### src/rtl/risc_pkg.sv
// Shared constants and state encoding for the RISC fetch stage.
package risc_pkg;

  localparam int          ADDR_W    = 32;
  localparam int          INSTR_W   = 32;
  localparam logic [31:0] NOP_INSTR = 32'h0000_0013;

  typedef enum logic [1:0] {
    FETCH,
    WAIT,
    DROP,
    FAULT
  } fetch_state_t;

endpackage

### src/rtl/risc_fetch_stage_if_id_pipe_reg.sv
// IF/ID pipeline register: single-entry valid/ready slot with flush.
// Carries a misalign flag when RISC_FETCH_MISALIGN_TRAP_EN is defined.
module if_id_pipe_reg #(
  parameter int ADDR_W  = risc_pkg::ADDR_W,
  parameter int INSTR_W = risc_pkg::INSTR_W
) (
  input  logic               clk,
  input  logic               rst_n,
  input  logic               flush_i,
  input  logic               load_i,
  input  logic [ADDR_W-1:0]  pc_i,
  input  logic [INSTR_W-1:0] instr_i,
`ifdef RISC_FETCH_MISALIGN_TRAP_EN
  input  logic               misalign_i,
  output logic               misalign_o,
`endif
  input  logic               ready_i,
  output logic               valid_o,
  output logic [ADDR_W-1:0]  pc_o,
  output logic [INSTR_W-1:0] instr_o
);

  logic               valid_q, valid_d;
  logic [ADDR_W-1:0]  pc_q, pc_d;
  logic [INSTR_W-1:0] instr_q, instr_d;

  // Flush beats a same-cycle load and a same-cycle consume.
  always_comb begin
    valid_d = valid_q;
    pc_d    = pc_q;
    instr_d = instr_q;
    if (flush_i) begin
      valid_d = 1'b0;
    end else if (load_i) begin
      valid_d = 1'b1;
      pc_d    = pc_i;
      instr_d = instr_i;
    end else if (ready_i) begin
      valid_d = 1'b0;
    end
  end

  always_ff @(posedge clk) begin
    if (!rst_n) begin
      valid_q <= 1'b0;
      pc_q    <= '0;
      instr_q <= '0;
    end else begin
      valid_q <= valid_d;
      pc_q    <= pc_d;
      instr_q <= instr_d;
    end
  end

`ifdef RISC_FETCH_MISALIGN_TRAP_EN
  logic misalign_q, misalign_d;

  always_comb begin
    misalign_d = misalign_q;
    if (flush_i) begin
      misalign_d = 1'b0;
    end else if (load_i) begin
      misalign_d = misalign_i;
    end
  end

  always_ff @(posedge clk) begin
    if (!rst_n) begin
      misalign_q <= 1'b0;
    end else begin
      misalign_q <= misalign_d;
    end
  end

  assign misalign_o = misalign_q;
`endif

  assign valid_o = valid_q;
  assign pc_o    = pc_q;
  assign instr_o = instr_q;

endmodule

### src/rtl/risc_fetch_stage.sv
// Instruction-fetch stage: owns the PC, one outstanding imem request, feeds IF/ID.
// Define RISC_FETCH_MISALIGN_TRAP_EN to trap misaligned redirects instead of aligning them.
module risc_fetch_stage #(
  parameter int                 ADDR_W   = risc_pkg::ADDR_W,
  parameter int                 INSTR_W  = risc_pkg::INSTR_W,
  parameter logic [ADDR_W-1:0]  RESET_PC = '0,
  parameter int                 PC_INC   = 4
) (
  input  logic               clk,
  input  logic               rst_n,
  output logic               imem_req_valid,
  input  logic               imem_req_ready,
  output logic [ADDR_W-1:0]  imem_req_addr,
  input  logic               imem_rsp_valid,
  input  logic [INSTR_W-1:0] imem_rsp_data,
  input  logic               redirect_valid,
  input  logic [ADDR_W-1:0]  redirect_pc,
  output logic               if_id_valid,
  input  logic               if_id_ready,
  output logic [ADDR_W-1:0]  if_id_pc,
`ifdef RISC_FETCH_MISALIGN_TRAP_EN
  output logic               if_id_misalign,
`endif
  output logic [INSTR_W-1:0] if_id_instr
);

  import risc_pkg::*;

  fetch_state_t       state_q;
  logic [ADDR_W-1:0]  pc_q, req_pc_q;
  logic [ADDR_W-1:0]  redirect_pc_eff;
  logic               slot_free, pc_misaligned, trap_take, rsp_take, ifid_load;
  logic [ADDR_W-1:0]  ifid_pc_in;
  logic [INSTR_W-1:0] ifid_instr_in;

  assign slot_free = !if_id_valid || if_id_ready;

`ifdef RISC_FETCH_MISALIGN_TRAP_EN
  assign redirect_pc_eff = redirect_pc;
  assign pc_misaligned   = |pc_q[1:0];
`else
  assign redirect_pc_eff = redirect_pc & ~ADDR_W'(3);
  assign pc_misaligned   = 1'b0;
`endif

  // A misaligned PC never reaches memory; it turns into a NOP trap entry instead.
  always_comb begin
    imem_req_valid = rst_n && (state_q == FETCH) && !pc_misaligned &&
                     slot_free && !redirect_valid;
    trap_take      = (state_q == FETCH) && pc_misaligned && slot_free && !redirect_valid;
    rsp_take       = (state_q == WAIT) && imem_rsp_valid && !redirect_valid;
    ifid_load      = rsp_take || trap_take;
    ifid_pc_in     = trap_take ? pc_q : req_pc_q;
    ifid_instr_in  = trap_take ? INSTR_W'(NOP_INSTR) : imem_rsp_data;
  end

  assign imem_req_addr = pc_q;

  always_ff @(posedge clk) begin
    if (!rst_n) begin
      state_q  <= FETCH;
      pc_q     <= RESET_PC;
      req_pc_q <= '0;
    end else if (redirect_valid) begin
      pc_q <= redirect_pc_eff;
      // An un-arrived response must still be drained before fetching again.
      case (state_q)
        WAIT, DROP: state_q <= imem_rsp_valid ? FETCH : DROP;
        default:    state_q <= FETCH;
      endcase
    end else begin
      case (state_q)
        FETCH: begin
          if (trap_take) begin
            state_q <= FAULT;
          end else if (imem_req_valid && imem_req_ready) begin
            req_pc_q <= pc_q;
            state_q  <= WAIT;
          end
        end
        WAIT: begin
          if (imem_rsp_valid) begin
            pc_q    <= req_pc_q + ADDR_W'(PC_INC);
            state_q <= FETCH;
          end
        end
        DROP: begin
          if (imem_rsp_valid) begin
            state_q <= FETCH;
          end
        end
        FAULT:   state_q <= FAULT;
        default: state_q <= FETCH;
      endcase
    end
  end

  if_id_pipe_reg #(
    .ADDR_W  (ADDR_W),
    .INSTR_W (INSTR_W)
  ) u_if_id (
    .clk        (clk),
    .rst_n      (rst_n),
    .flush_i    (redirect_valid),
    .load_i     (ifid_load),
    .pc_i       (ifid_pc_in),
    .instr_i    (ifid_instr_in),
`ifdef RISC_FETCH_MISALIGN_TRAP_EN
    .misalign_i (trap_take),
    .misalign_o (if_id_misalign),
`endif
    .ready_i    (if_id_ready),
    .valid_o    (if_id_valid),
    .pc_o       (if_id_pc),
    .instr_o    (if_id_instr)
  );

endmodule

### config.mk
export PLATFORM = sky130hd
export DESIGN_NAME = risc_fetch_stage
export DESIGN_NICKNAME = d
export VERILOG_FILES = /design/src/rtl/risc_pkg.sv /design/src/rtl/risc_fetch_stage_if_id_pipe_reg.sv /design/src/rtl/risc_fetch_stage.sv
export SDC_FILE = /design/constraint.sdc
export NUM_CORES = 1
export LEC_CHECK = 0
export CORE_ASPECT_RATIO = 1.25
export CORE_MARGIN = 1.5
export CORE_UTILIZATION = 57
export DETAILED_ROUTE_END_ITERATION = 6
export DONT_BUFFER_PORTS = 1
export PLACE_DENSITY_LB_ADDON = 0.2
export SLEW_MARGIN = 15
export SYNTH_ARGS = -nofsm -noshare
export SYNTH_HDL_FRONTEND = slang
export SYNTH_SLANG_ARGS = --single-unit
### constraint.sdc
create_clock -name clk -period 4.4 [get_ports clk]
set_input_delay 0.22 -clock clk [delete_from_list [all_inputs] [get_ports clk]]
set_output_delay 0.22 -clock clk [all_outputs]
set_load 0.1 [all_outputs]
**Yosys cells after proc, flatten, opt, wreduce, memory -nomap -nowiden**

Cells that the tools add are included.

- RAM bits: 0
- ROM bits: 0
- Memories: 0
- Latch bits: 0
- Flip-flop bits (word level): 131
- Input port bits: 70

- Bitwise operators: 2
- Multiply operators: 0
- Order comparisons: 0
- Shift operators: 0
- Divide/modulo/power cells: 0
- Add/sub/neg operators: 1
- Reduce and logical (&&, ||, !) cells: 20
- Equal/unequal tests: 5
- Mux-type cells: 11

Operator list:

| kind | number |
|---|---|
| $mux 32 | 3 |
| $add 32x3->32 const B | 1 |
| $mux 2 | 5 |
| $reduce_and 2->1 | 4 |
| $logic_and 1x1->1 | 6 |
| $pmux 2 s3 | 1 |
| $reduce_bool 2->1 | 3 |
| $eq 2x2->1 const B | 2 |
| $reduce_or 2->1 | 2 |
| $ne 3x1->1 const B | 1 |
| $ne 3x2->1 const B | 1 |
| $reduce_and 3->1 | 1 |
| $eq 2x1->1 const B | 1 |
| $logic_not 1->1 | 2 |
| $logic_not 2->1 | 1 |
| $mux 1 | 2 |
| $not 1->1 | 2 |
| $logic_or 1x1->1 | 1 |

**Longest topological paths before layout**

- Depth after elaboration: 8
- Gate-level depth with buffers: 9

**Hierarchy**

Synthesis repeated with hierarchy kept, for this count alone.

- Cells, all modules: 724
- Area total of the unflattened synthesis: 6,088.3 µm²

By module, submodules not included:

| module | sequential area each (µm²) | cells an instance | instances | area each (µm²) |
|---|---|---|---|---|
| risc_fetch_stage | 1,321.3 | 442 | 1 | 3,418.3 |
| if_id_pipe_reg | 1,301.2 | 282 | 1 | 2,670.1 |

**Worst setup path after synthesis**

Ideal clock, no wire load.

- Path type: flip-flop to flip-flop
- Start: register u_if_id.valid_q, in the netlist u_if_id.valid_o
- End: register req_pc_q[22], in the netlist ifid_pc_in[22]
- Period minus slack after synthesis: 1.938 ns
- Arrival: 1.798 ns
- Slack: 2.462 ns
- Stages on the path, launching flop included: 7
- Required time: 4.260 ns
- Setup time: 0.140 ns
- Path through: dfxtp_1 nand2b_1 and4_1 clkbuf_1 buf_2 nand2_1 a21oi_1

- Word-level cells in the longest chain between the ends: 6

RTL lines:

| element | line | source |
|---|---|---|
| start, declared | risc_fetch_stage_if_id_pipe_reg.sv:23 | `logic valid_q, valid_d;` |
| start signal, assigned | risc_fetch_stage_if_id_pipe_reg.sv:49 | `valid_q <= valid_d;` |
| $logic_not 1->1 | risc_fetch_stage.sv:36 | `assign slot_free = !if_id_valid \|\| if_id_ready;` |
| $logic_or 1x1->1 | risc_fetch_stage.sv:36 |  |
| $logic_and 1x1->1 | risc_fetch_stage.sv:48 | `imem_req_valid = rst_n && (state_q == FETCH) && !pc_misaligned &&` |
| $logic_and 1x1->1 | risc_fetch_stage.sv:49 | `slot_free && !redirect_valid;` |
| $logic_and 1x1->1 | risc_fetch_stage.sv:76 | `end else if (imem_req_valid && imem_req_ready) begin` |
| $reduce_and 3->1 (no source line) | -- |  |
| end signal, assigned | risc_fetch_stage.sv:77 | `req_pc_q <= pc_q;` |
| end, declared | risc_fetch_stage.sv:30 | `logic [ADDR_W-1:0] pc_q, req_pc_q;` |

Every way passes these cells.
A chain may end at the register's enable or synchronous reset.

**Final worst setup path**

- Start: register state_q[1]
- End: register pc_q[20], in the netlist imem_req_addr[20]

- Word-level cells in the longest chain between the ends: 3

RTL lines:

| element | line | source |
|---|---|---|
| start, declared | risc_fetch_stage.sv:29 | `fetch_state_t state_q;` |
| start signal, assigned | risc_fetch_stage.sv:68 | `WAIT, DROP: state_q <= imem_rsp_valid ? FETCH : DROP;` |
| $eq 2x1->1 | risc_fetch_stage.sv:72 | `case (state_q)` |
| $reduce_bool 2->1 (no source line) | -- |  |
| $reduce_and 2->1 (no source line) | -- |  |
| end signal, assigned | risc_fetch_stage.sv:65 | `pc_q <= redirect_pc_eff;` |
| end signal, assigned | risc_fetch_stage.sv:83 | `pc_q <= req_pc_q + ADDR_W'(PC_INC);` |
| end, declared | risc_fetch_stage.sv:30 |  |

Every way passes these cells.

==> run metrics <==
Syn-to-layout area delta 20.2%; crit path max fanout 38; setup_tns 0 ns; Cell Area, Synth 5490 um2; global route total overflow 0; CTS max path bufs 2; layout cell share with drive strength beyond 1 8.08%; post-route cell area 6600 um2; GRT Util Overall 29.2%; Die H 113 um; post-route ant nets 0; clock transition at the registers of the reported paths 0.06 ns; reg-to-reg critical path startpoint state_q[1]; later-pin clock latency in the skew report 0.41 ns; final setup vio count 0; area of the core 9270 um2; Final Cycle Share 63.6%; Startpoint Class flip-flop; initial drt markers 334; first-pass GRT wire length 23.8 mm; largest net degree at the start of global routing 67; WHS Path Cells 2; number of port buffers 0; outcome complete, no violations; clk root buf clkbuf_16; Synthesis Warnings 0; min Tclk post-route 2.80 ns; peak supply drop 0.000314 V; vias in the first global route 4844; fmax 0.357 GHz; Post-DP Area 5500 um2; initial core utilization 59.2%; pwr/cell area 449 nW/um2; DRC 0; Hold Violations, Final 0; hold_sp redirect_valid; vias 4970; gpl congestion 0.802; Pre-antenna DRT Iters 5; Post-Route WL 14.7 mm; CTS tree done; critical path class reg2reg; Tightest Pin Transition 1.06 ns; R2R depth 9; Via density 5.74; Clock Skews 0.00634 ns; Hold Path End state_q[1]; CP arrival 3.15 ns; unrepaired setup endpoints after global routing false; number of max-cap violations 0; leakage 2.24 nW; synthesized flop and latch total 131; H-tree Lvls 4; TritonCTS Sinks 131; initial antenna violation count 0; die area 10200 um2; Ports 168; TritonCTS buffer count 17; Mapped Cells 706; Die Span X 90.8 um; Worst EP required 4.75 ns; Sequential cell area 2620 um2; Setup Buffers After CTS 0; Filler cells 748; FP Rows 39; Worst slew margin 29.3%; area of the multi-input gates 2640 um2; Cell variety after synth 44; sequential area share after synthesis 47.8%; per-cell routed wire length 16.9 um; HP Class in2reg; Mean Syn Cell Area 7.77 um2; CP endpoint kind flip-flop; Net Count, Synth 780; Slew Viols, Final 0; r2r endpoint imem_req_addr[20]; diodes inserted 0; hpwl dp 8.99 mm; reg-to-reg setup timing slack 1.60 ns; final net count 804
## power breakdown
group	total [mW]	leakage (nW)	switching [mW]	internal, mW
logic	0.144	0.880	0.0797	0.0640
clock network	1.44	0.303	0.490	0.948
registers	1.38	1.06	0.168	1.21
## timing repair
action | 4_1_cts | 5_1_grt
hold endpoints to repair | 44 | 0
resized for setup | 0 | 0
hold buffers | 48 | 0
## through the flow
stage	hold WS, ns	cells	power (mW)	util (%)	setup slack, ns
after global routing	0.0163	866	3.05	71.2	1.37
final	0.0234	866	2.96	71.2	1.60
after detailed placement	0.328	786	1.51	59.4	1.67
after floorplan	0.356	706	1.49	-	2.46
after global placement	0.325	786	1.51	59.4	1.83
after CTS	0.0121	866	2.98	71.2	1.60
## worst max-delay path by stage
stage,from,end,slack [ns]
floorplan,u_if_id.valid_o,ifid_pc_in[22],2.46
global placement,state_q[0],u_if_id.pc_o[22],1.83
detailed placement,state_q[0],u_if_id.instr_o[12],1.67
CTS,state_q[1],imem_req_addr[20],1.60
global route,state_q[1],imem_req_addr[20],1.37
finish,state_q[1],imem_req_addr[20],1.60
## placed cells by master, fill, tap and decap left out, types with 3 or more instances in the layout
cell type        n
buf_4            7
xnor2_1          7
and3_1           5
nor3_1           6
clkbuf_16       17
o22ai_1          5
nand2b_1         3
a221oi_1         4
nand2_1        214
dlygate4sd3_1   48
o21ai_0          5
clkinv_2         4
nor2_1          45
nand4_1         10
inv_1            8
and4_1           3
a21oi_1        128
xor2_1          19
clkbuf_8         4
ha_1             4
nor2b_1          3
a211oi_2        10
dfxtp_1        131
nand3_1         17
bufinv_16        3
## cell usage after synthesis (all sizes together)
cell     count  share of area, %
a2111oi      2              0.43
a211oi      12               2.6
a21o         1              0.14
a21oi      128                12
a221oi       4              0.64
a311o        1              0.18
a41o         1              0.18
and2         1              0.11
and3         7              0.84
and4         3              0.48
buf         14               1.2
clkbuf      36               2.5
clkinv       1             0.068
dfxtp      131                48
ha           4              0.91
inv          8              0.55
nand2      215                15
nand2b       4              0.46
nand3       18               1.7
nand4       11               1.5
nor2        46               3.1
nor2b        4              0.50
nor3         8              0.91
nor3b        2              0.27
nor4         3              0.62
o21ai        7              0.64
o22ai        5              0.57
o311ai       1              0.16
o32ai        2              0.32
xnor2        7               1.1
xor2        19               3.0
## registers in the layout (all words and copies together), names as in the netlist
name / flops
u_if_id.instr_o: 32
u_if_id.pc_o: 32
u_if_id.valid_o: 1
imem_req_addr: 32
ifid_pc_in: 32
state_q: 2
## worst max-delay path, cell delays in order (launching register included)
cell	delay [ns]
dfxtp_1	0.34
inv_1	0.07
ha_1	0.19
and2_1	0.18
nand2b_2	0.45
buf_4	0.48
a311o_1	0.17
o21ai_1	0.08
a2111oi_2	0.19
dlygate4sd3_1	0.59
## cells by family (layout without fill, tap and decap cells)
logic type	after synthesis	in the layout	share of synthesized area [%]
simple gates	322	322	25.3
compound gates	164	164	17.5
flops	131	131	47.8
buf+inv	59	96	4.33
xor+xnor	26	26	4.15
fa+ha+maj	4	4	0.912
## layout make-up
cell class	instances	area share [%]
clock inverter	9	1.92
tap	123	2.33
timing repair buffer	55	8.08
clock buffer	23	7.39
sequential	131	39.7
multi-input combinational	516	40.0
inverter	9	0.550
## layer usage
layer  GRT usage, %  routed length [um]
met1           34.6                5790
met2           48.5                7240
met3           9.54                1250
met4           12.5                 387
met5              0                   0
Power figures use the tool's default switching activity.
